File: src/rtl/ula_ar_arb.sv
// Round-robin arbiter that shares one combinational ULA between two requesters.
// Each operation is granted in IDLE, executed in EXEC and acknowledged with a one-cycle DONE in RESP.
module ula_ar_arb #(
   parameter int BITS = 8
) (
   input  logic            clk_i,
   input  logic            rst_ni,
   input  logic            req0_i,
   input  logic            req1_i,
   input  logic [4:0]      op0_i,
   input  logic [4:0]      op1_i,
   input  logic [BITS-1:0] a0_i,
   input  logic [BITS-1:0] b0_i,
   input  logic [BITS-1:0] a1_i,
   input  logic [BITS-1:0] b1_i,
   output logic            done0_o,
   output logic            done1_o,
   output logic [BITS-1:0] resu_o,
   output logic            o_o,
   output logic            c_o,
   output logic            s_o,
   output logic            z_o,
   output logic            err_o,
   output logic            busy_o,
   output logic [BITS-1:0] ula_a_o,
   output logic [BITS-1:0] ula_b_o,
   output logic [4:0]      ula_op_o,
   input  logic [BITS-1:0] ula_resu_i,
   input  logic            ula_o_i,
   input  logic            ula_c_i,
   input  logic            ula_s_i,
   input  logic            ula_z_i
);

   typedef enum logic [1:0] {
      IDLE = 2'd0,
      EXEC = 2'd1,
      RESP = 2'd2
   } state_e;

   state_e          state_q, state_d;
   logic            gnt_q, gnt_d;
   logic            last_q, last_d;
   logic [BITS-1:0] ulaA_q, ulaA_d;
   logic [BITS-1:0] ulaB_q, ulaB_d;
   logic [4:0]      ulaOp_q, ulaOp_d;
   logic [BITS-1:0] resu_q, resu_d;
   logic            o_q, o_d, c_q, c_d, s_q, s_d, z_q, z_d;
   logic            err_q, err_d;
   logic            done0_q, done0_d, done1_q, done1_d;
   logic            busy_q, busy_d;
   logic            opSupported;

   always_comb begin
      opSupported = 1'b0;
      case (ulaOp_q)
         5'b00000, 5'b00001, 5'b00011,
         5'b00100, 5'b00101, 5'b00110: opSupported = 1'b1;
         default:                      opSupported = 1'b0;
      endcase
   end

   always_comb begin
      state_d = state_q;
      gnt_d   = gnt_q;
      last_d  = last_q;
      ulaA_d  = ulaA_q;
      ulaB_d  = ulaB_q;
      ulaOp_d = ulaOp_q;
      resu_d  = resu_q;
      o_d     = o_q;
      c_d     = c_q;
      s_d     = s_q;
      z_d     = z_q;
      err_d   = err_q;
      done0_d = 1'b0;
      done1_d = 1'b0;
      busy_d  = 1'b0;
      case (state_q)
         IDLE: begin
            if (req0_i || req1_i) begin
               // On a tie the requester served least recently wins.
               gnt_d   = (req0_i && req1_i) ? ~last_q : req1_i;
               ulaA_d  = gnt_d ? a1_i  : a0_i;
               ulaB_d  = gnt_d ? b1_i  : b0_i;
               ulaOp_d = gnt_d ? op1_i : op0_i;
               state_d = EXEC;
               busy_d  = 1'b1;
            end
         end
         EXEC: begin
            if (opSupported) begin
               resu_d = ula_resu_i;
               o_d    = ula_o_i;
               c_d    = ula_c_i;
               s_d    = ula_s_i;
               z_d    = ula_z_i;
               err_d  = 1'b0;
            end else begin
               resu_d = '0;
               o_d    = 1'b0;
               c_d    = 1'b0;
               s_d    = 1'b0;
               z_d    = 1'b0;
               err_d  = 1'b1;
            end
            done0_d = ~gnt_q;
            done1_d = gnt_q;
            last_d  = gnt_q;
            state_d = RESP;
            busy_d  = 1'b1;
         end
         RESP: begin
            state_d = IDLE;
         end
         default: begin
            state_d = IDLE;
         end
      endcase
   end

   always_ff @(posedge clk_i or negedge rst_ni) begin
      if (!rst_ni) begin
         state_q <= IDLE;
         gnt_q   <= 1'b0;
         last_q  <= 1'b1;
         ulaA_q  <= '0;
         ulaB_q  <= '0;
         ulaOp_q <= '0;
         resu_q  <= '0;
         o_q     <= 1'b0;
         c_q     <= 1'b0;
         s_q     <= 1'b0;
         z_q     <= 1'b0;
         err_q   <= 1'b0;
         done0_q <= 1'b0;
         done1_q <= 1'b0;
         busy_q  <= 1'b0;
      end else begin
         state_q <= state_d;
         gnt_q   <= gnt_d;
         last_q  <= last_d;
         ulaA_q  <= ulaA_d;
         ulaB_q  <= ulaB_d;
         ulaOp_q <= ulaOp_d;
         resu_q  <= resu_d;
         o_q     <= o_d;
         c_q     <= c_d;
         s_q     <= s_d;
         z_q     <= z_d;
         err_q   <= err_d;
         done0_q <= done0_d;
         done1_q <= done1_d;
         busy_q  <= busy_d;
      end
   end

   assign done0_o  = done0_q;
   assign done1_o  = done1_q;
   assign resu_o   = resu_q;
   assign o_o      = o_q;
   assign c_o      = c_q;
   assign s_o      = s_q;
   assign z_o      = z_q;
   assign err_o    = err_q;
   assign busy_o   = busy_q;
   assign ula_a_o  = ulaA_q;
   assign ula_b_o  = ulaB_q;
   assign ula_op_o = ulaOp_q;

endmodule

File: config.mk
export PLATFORM = sky130hd
export DESIGN_NAME = ula_ar_arb
export DESIGN_NICKNAME = d
export VERILOG_FILES = /design/src/rtl/ula_ar_arb.sv
export SDC_FILE = /design/constraint.sdc
export NUM_CORES = 1
export LEC_CHECK = 0
export CAP_MARGIN = 15
export CORE_MARGIN = 2
export CORE_UTILIZATION = 42
export DETAILED_ROUTE_END_ITERATION = 6
export PLACE_DENSITY = 0.94
export SETUP_SLACK_MARGIN = 0.3
export SLEW_MARGIN = 10
export SYNTH_ARGS = -nofsm -noshare
export SYNTH_HDL_FRONTEND = slang
export SYNTH_SLANG_ARGS = --single-unit
File: constraint.sdc
create_clock -name clk_i -period 3.5 [get_ports clk_i]
set_input_delay 0.35 -clock clk_i [delete_from_list [all_inputs] [get_ports clk_i]]
set_output_delay 0.35 -clock clk_i [all_outputs]
set_load 0.02 [all_outputs]
==> results of run 1 <==
[state kept, by name, summed over array words and instances (netlist names)]
signal,count
gnt_q,1
c_o,1
done1_o,1
ula_b_o,8
ula_op_o,5
ula_a_o,8
state_q,2
err_o,1
o_o,1
z_o,1
done0_o,1
resu_o,8
busy_o,1
s_o,1
last_q,1
[final cells by class]
type | instances | area (µm²) | share of cell area [%]
inverters | 2 | 7.507 | 0.2525
flip-flops and latches | 41 | 1027 | 34.55
multi-input cells | 69 | 843.3 | 28.37
well taps | 52 | 65.06 | 2.189
clock buffers | 5 | 68.82 | 2.315
repair buffers | 95 | 943.4 | 31.73
clock inverters | 3 | 17.52 | 0.5892
[worst register-to-register path, stage by stage (launching register included)]
cell and delay (ps):
dfrtp_1 430, nand2b_1 440, nor3_2 710, a32o_1 270
[worst paths after layout]
path	startpoint	end	slack [ps]	cells past startpoint
setup / recovery	state_q[1]$_DFFE_PN0P_	resu_o[2]$_DFFE_PN0N_	1580	3
max in group asynchronous	rst_ni	ula_b_o[0]$_DFFE_PN0P_	2790	1
min in group clk_i	gnt_q$_DFFE_PN0P_	done0_o$_DFF_PN0_	440	1
setup reg to reg	state_q[1]$_DFFE_PN0P_	resu_o[2]$_DFFE_PN0N_	1580	3
hold reg to reg	gnt_q$_DFFE_PN0P_	done0_o$_DFF_PN0_	440	1
hold / removal	rst_ni	ula_a_o[1]$_DFFE_PN0P_	160	1
[power by group]
group	switching [µW]	internal (µW)	leakage, µW
combinational	536	681	0.000774
clock	155	137	0.0000439
sequential	132	672	0.000503
total	823	1490	0.00132
[cells in the final DEF, fill, tap and decap left out, types with 2 or more instances in the layout]
cell,count
clkdlybuf4s50_1,93
dfrtp_1,40
mux2_4,38
a32o_1,12
nor2_1,5
clkbuf_8,5
mux2_2,4
inv_1,2
clkinv_2,2
[layer usage]
layer / wire length, µm / up-vias
met5: 0 / -
met4: 53 / 0
met3: 327 / 6
met2: 2153 / 72
met1: 1689 / 673
li1: - / 626
[kinds of logic after synthesis]
kind of cell / after synthesis
flip-flops: 41
multiplexers: 43
AO/OA/AOI/OAI: 15
XOR/XNOR: 1
buffers and inverters: 10
AND/OR/NAND/NOR: 10
[stage by stage]
| step | setup slack [ps] | power [µW] | area [µm²] |
|---|---|---|---|
| after global placement | 1356 | 2007 | 2887 |
| after floorplan | 2012 | 1536 | 1927 |
| after detailed placement | 1323 | 2039 | 2887 |
| after global routing | 1370 | 2436 | 2973 |
| after CTS | 1552 | 2344 | 2973 |
| final | 1581 | 2312 | 2973 |
==> reports/metrics.cfg, run 1 <==
[drt]
antenna_left = 0
dr_total_vias = 1377
drt_iter0_markers = 83
drt_wl_total_um = 4224
wl_per_cell_um = 15.82
drc = 0
via_per_inst = 5.157
drt_pass1_iterations = 4

[global_routing]
met3_usage_pct = 4.219
grt_pass1_wl_um = 6844
grt_overflow = 0
grt_use_met2_pct = 29.63
grtUsageMet1_pct = 21.34
antenna_found_initial = 0
grt_usage_pct = 17.69
grt_pass1_vias = 1397
grt_max_degree = 42
gr-max-usage-layer = met2

[floorplan]
die_h_um = 71.73
die_w_um = 71.73
rows = 24
coreArea_mm2 = 0.004384
io-pin-count = 95
start_util_pct = 43.95
dieArea_mm2 = 0.005145

[synthesis]
synth_edf_count = 0
synth.net_count = 178
yosys.area_share.simple_pct = 2.792
synthCells = 120
synth_seq_cells = 41
synth.yosys.warnings = 0
ys.flop_type = dfrtp_1
syn_area_mm2 = 0.001927
synth_top_cells_by_area = dfrtp_1, mux2_4, a32o_1
ys_types = 20
synth_xor_area_share_pct = 0.4545
synth_top_family_by_area = multiplexers
yosysMostFrequentCell = dfrtp_1
synth.top_cells.by_count = dfrtp_1, mux2_4, a32o_1, nor2_1, mux2_2
synth.yosys.seq_area_share_pct = 53.31
synthMuxAreaShare_pct = 32.47
synthAdderAreaFrac_pct = 0
synth-compound-area-share_pct = 7.727
synth_top_cell_by_area = dfrtp_1
async_reset_ff_share_pct = 100.0
syn_avg_cell_area_um2 = 16.06
netlist.area_leader.share_pct = 51.95

[worst_setup_path]
crit_path_max_fanout = 17
cp_slowest_cell = nor3_2
cp.required_ps = 3720
path_cells = nand2b_1 > nor3_2 > a32o_1
worstSetupPathType = flip-flop to flip-flop
crit_path_end_kind = flip-flop
cp.arrival_ps = 2140
startpoint_type = flip-flop
critPathTopFamily = simple AND/OR/NAND/NOR gates
slowest_delay_ps = 710
path_buf_inv = 0

[pwr]
irDropWorstVdd_mv = 0.4110
power_leakage_uw = 0.001322
powerDensity_mw_per_mm2 = 777.8

[timing]
finalCritPeriodShare_pct = 54.83
finalHoldViolations = 0
worst_slew_pin_slew_ps = 859.9
final_max_slew_viol_count = 0
max_freq_ghz = 0.5210
setup_tns_ps = 0
fin_crit_ps = 1919
slew_headroom_pct = 42.67
final-setup-viol-count = 0
whs_ps = 161.6
rsz0062_at_grt = no
finClkSkew_ps = 7.784

[cells_and_area]
num_antenna_cells = 0
layout.cells.non_filler = 267
layout-drive-gt1-share_pct = 26.05
area_growth_syn_to_layout_pct = 54.29
n_fill_cell = 314
final_net_count = 272
fin_util_pct = 67.81

[placed_design]
placedCellCount = 259
place_congestion = 0.7346
io_buffers = 94
dp_hpwl_um = 3239

[clock_tree]
cts_buffers = 5
clock_sinks = 41
cts_setup_buffers = 0
clk_pin_slew_worst_paths_ps = 80
clockBufferDepth = 2
cts_tree = yes
hold_buffers = 0
ctsResizeCount = 0
clock_latency_ps = 290
h-tree-depth = 2
root_buffer = clkbuf_8

[run]
cap_violations = 0

[status]
outcome = completed

[hold_path]
min_path_type = input port to async pin

Note: power is estimated with default switching activity, not from simulation.
==> inputs of run 2 (changes only) <==
--- a/config.mk
+++ b/config.mk
@@ -7,9 +7,9 @@
 export LEC_CHECK = 0
 export CAP_MARGIN = 15
 export CORE_MARGIN = 2
-export CORE_UTILIZATION = 42
+export CORE_UTILIZATION = 36
 export DETAILED_ROUTE_END_ITERATION = 6
-export PLACE_DENSITY = 0.94
+export PLACE_DENSITY = 0.87
 export SETUP_SLACK_MARGIN = 0.3
 export SLEW_MARGIN = 10
 export SYNTH_ARGS = -nofsm -noshare
==> constraint.sdc (replaced) <==
create_clock -name clk_i -period 1.7 [get_ports clk_i]
set_input_delay 0.17 -clock clk_i [delete_from_list [all_inputs] [get_ports clk_i]]
set_output_delay 0.17 -clock clk_i [all_outputs]
set_load 0.02 [all_outputs]
==> reports/metrics.cfg, run 2 (synthesis results as in run 1) <==
[global_routing]
grtUsageMet1_pct = 19.44
grt_pass1_vias = 1505
gr-max-usage-layer = met2
met3_usage_pct = 4.118
grt_overflow = 0
antenna_found_initial = 0
grt_usage_pct = 16.35
grt_use_met2_pct = 29.22
grt_pass1_wl_um = 7603
grt_max_degree = 27

[placed_design]
dp_hpwl_um = 3390
place_congestion = 0.6907
post-place-ws_ps = -69.79
io_buffers = 94

[floorplan]
die_h_um = 77.16
rows = 26
dieArea_mm2 = 0.005954
start_util_pct = 37.49
io-pin-count = 95
coreArea_mm2 = 0.005140
die_w_um = 77.16

[drt]
drt_pass1_iterations = 4
drt_wl_total_um = 4538
drt_iter0_markers = 37
via_per_inst = 4.746
drc = 0
wl_per_cell_um = 15.18
dr_total_vias = 1419
antenna_left = 0

[pwr]
pwr-share-clk_pct = 15.9
p_comb_share_pct = 51.3
p_sw_share_pct = 34.60
power.total_uw = 4982
irDropWorstVdd_mv = 0.6992
seqPwrFrac_pct = 32.9
powerDensity_mw_per_mm2 = 1574
p_int_uw = 3258
p_switching_uw = 1723
power_leakage_uw = 0.001543

[clock_tree]
clockBufferDepth = 2
cts_tree = yes
cts_buffers = 5
clock_sinks = 41
clk_pin_slew_worst_paths_ps = 70
root_buffer = clkbuf_8
h-tree-depth = 2
clock_latency_ps = 280

[worst_setup_path]
startpoint = last_q$_DFFE_PN1N_
cp.required_ps = 1870
crit_path_end_kind = flip-flop
cp.arrival_ps = 1730
startpoint_type = flip-flop
crit-reg2reg-launch = last_q$_DFFE_PN1N_
cp_common_cell = mux2_4
worstSetupPathType = flip-flop to flip-flop
r2r-end = ula_a_o[4]$_DFFE_PN0P_
ff2ff_path_depth = 4
cp_slowest_cell = dfstp_2
crit_path_max_fanout = 10
rrSetupSlack_ps = 140
path_cells = a21bo_4 > buf_12 > mux2_4 > mux2_4
slowest_delay_ps = 560

[timing]
final-setup-viol-count = 0
final_max_slew_viol_count = 0
finalHoldViolations = 0
max_freq_ghz = 0.6405
finClkSkew_ps = 3.158
worst_slew_pin_slew_ps = 558.3
rsz0062_at_grt = yes
setup_ws_ps = 138.6
fin_crit_ps = 1561
setup_tns_ps = 0
whs_ps = 374.0
slew_headroom_pct = 62.78
finalCritPeriodShare_pct = 91.85

[cells_and_area]
area_growth_syn_to_layout_pct = 64.22
layout_commonest_cell = clkdlybuf4s50_1
layout-drive-gt1-share_pct = 30.13
final_net_count = 286
num_antenna_cells = 0
fin_util_pct = 61.56
final_cell_mix = clkdlybuf4s50_1, mux2_4, dfrtp_1

[hold_path]
hp-start = req0_i
hold_depth = 3
hold_end = busy_o$_DFF_PN0_
min_path_type = input port to flip-flop

[run]
cap_violations = 0

[status]
outcome = completed

==> run 2: cell types whose count changed in the layout (fill, tap and decap cells not counted), sizes merged <==
cell           before  now
dlygate4sd3         0    1
bufbuf              0    1
clkbuf              5    7
dlymetal6s2s        0    1
clkinv              2    0
buf                 2   14
dlygate4sd2         0   38
bufinv              0    1
clkdlybuf4s50      93   54
clkinvlp            1    0
==> run 2: worst max-delay path by stage <==
stage	slack [ps]	endpoint
after floorplan	220	ula_op_o[0]$_DFFE_PN0P_
after global placement	-30	ula_op_o[0]$_DFFE_PN0P_
after detailed placement	-70	ula_a_o[4]$_DFFE_PN0P_
after CTS	130	ula_a_o[4]$_DFFE_PN0P_
after global routing	100	ula_op_o[2]$_DFFE_PN0P_
final	140	ula_a_o[4]$_DFFE_PN0P_
==> run 2: repair_timing <==
action                                 in CTS  in global routing
resized for setup                          41                  2
gates cloned                                1                  0
hold buffers                                1                  0
setup endpoints to repair                  57                 34
setup buffers                               4                  0
pin swaps                                   1                  0
endpoints found under the hold margin      24                  0
==> run 2: area by class of cell <==
class / instances / area (µm²)
Clock buffer: 7 / 86.33
Clock inverter: 1 / 30.03
Fill cell: 449 / 1976
Inverter: 2 / 7.507
Multi-Input combinational cell: 69 / 853.3
Sequential cell: 41 / 1027
Tap cell: 70 / 87.58
Timing Repair Buffer: 109 / 1072
==> run 2: routing by layer <==
| metal | share of wire, % | up-vias | wire length [µm] |
|---|---|---|---|
| met5 | 0 | - | 0 |
| met4 | 1.6 | 0 | 72 |
| met3 | 5.5 | 9 | 250 |
| met2 | 53 | 61 | 2385 |
| met1 | 40 | 690 | 1830 |
| li1 | - | 659 | - |
==> run 2: worst max-delay path: cells and delay by family (launching register included) <==
family / cells / cell delay, ps
compound gates: 1 / 180
buf+inv: 1 / 150
flops: 1 / 560
mux: 2 / 550
==> run 2: metrics by stage <==
stage | instance area [µm²] | cells
5_1_grt | 3164 | 299
4_1_cts | 3159 | 299
6_report | 3164 | 299
3_5_place_dp | 3007 | 285
2_1_floorplan | 1934 | 120
3_3_place_gp | 3007 | 285
==> run 2: power groups by stage <==
stage	logic [µW]	registers, µW	clock network (µW)
finish	2560	1640	790
detailed placement	2670	1650	0
floorplan	1120	2040	0
CTS	2580	1640	819
global route	2720	1700	853
global placement	2600	1660	0
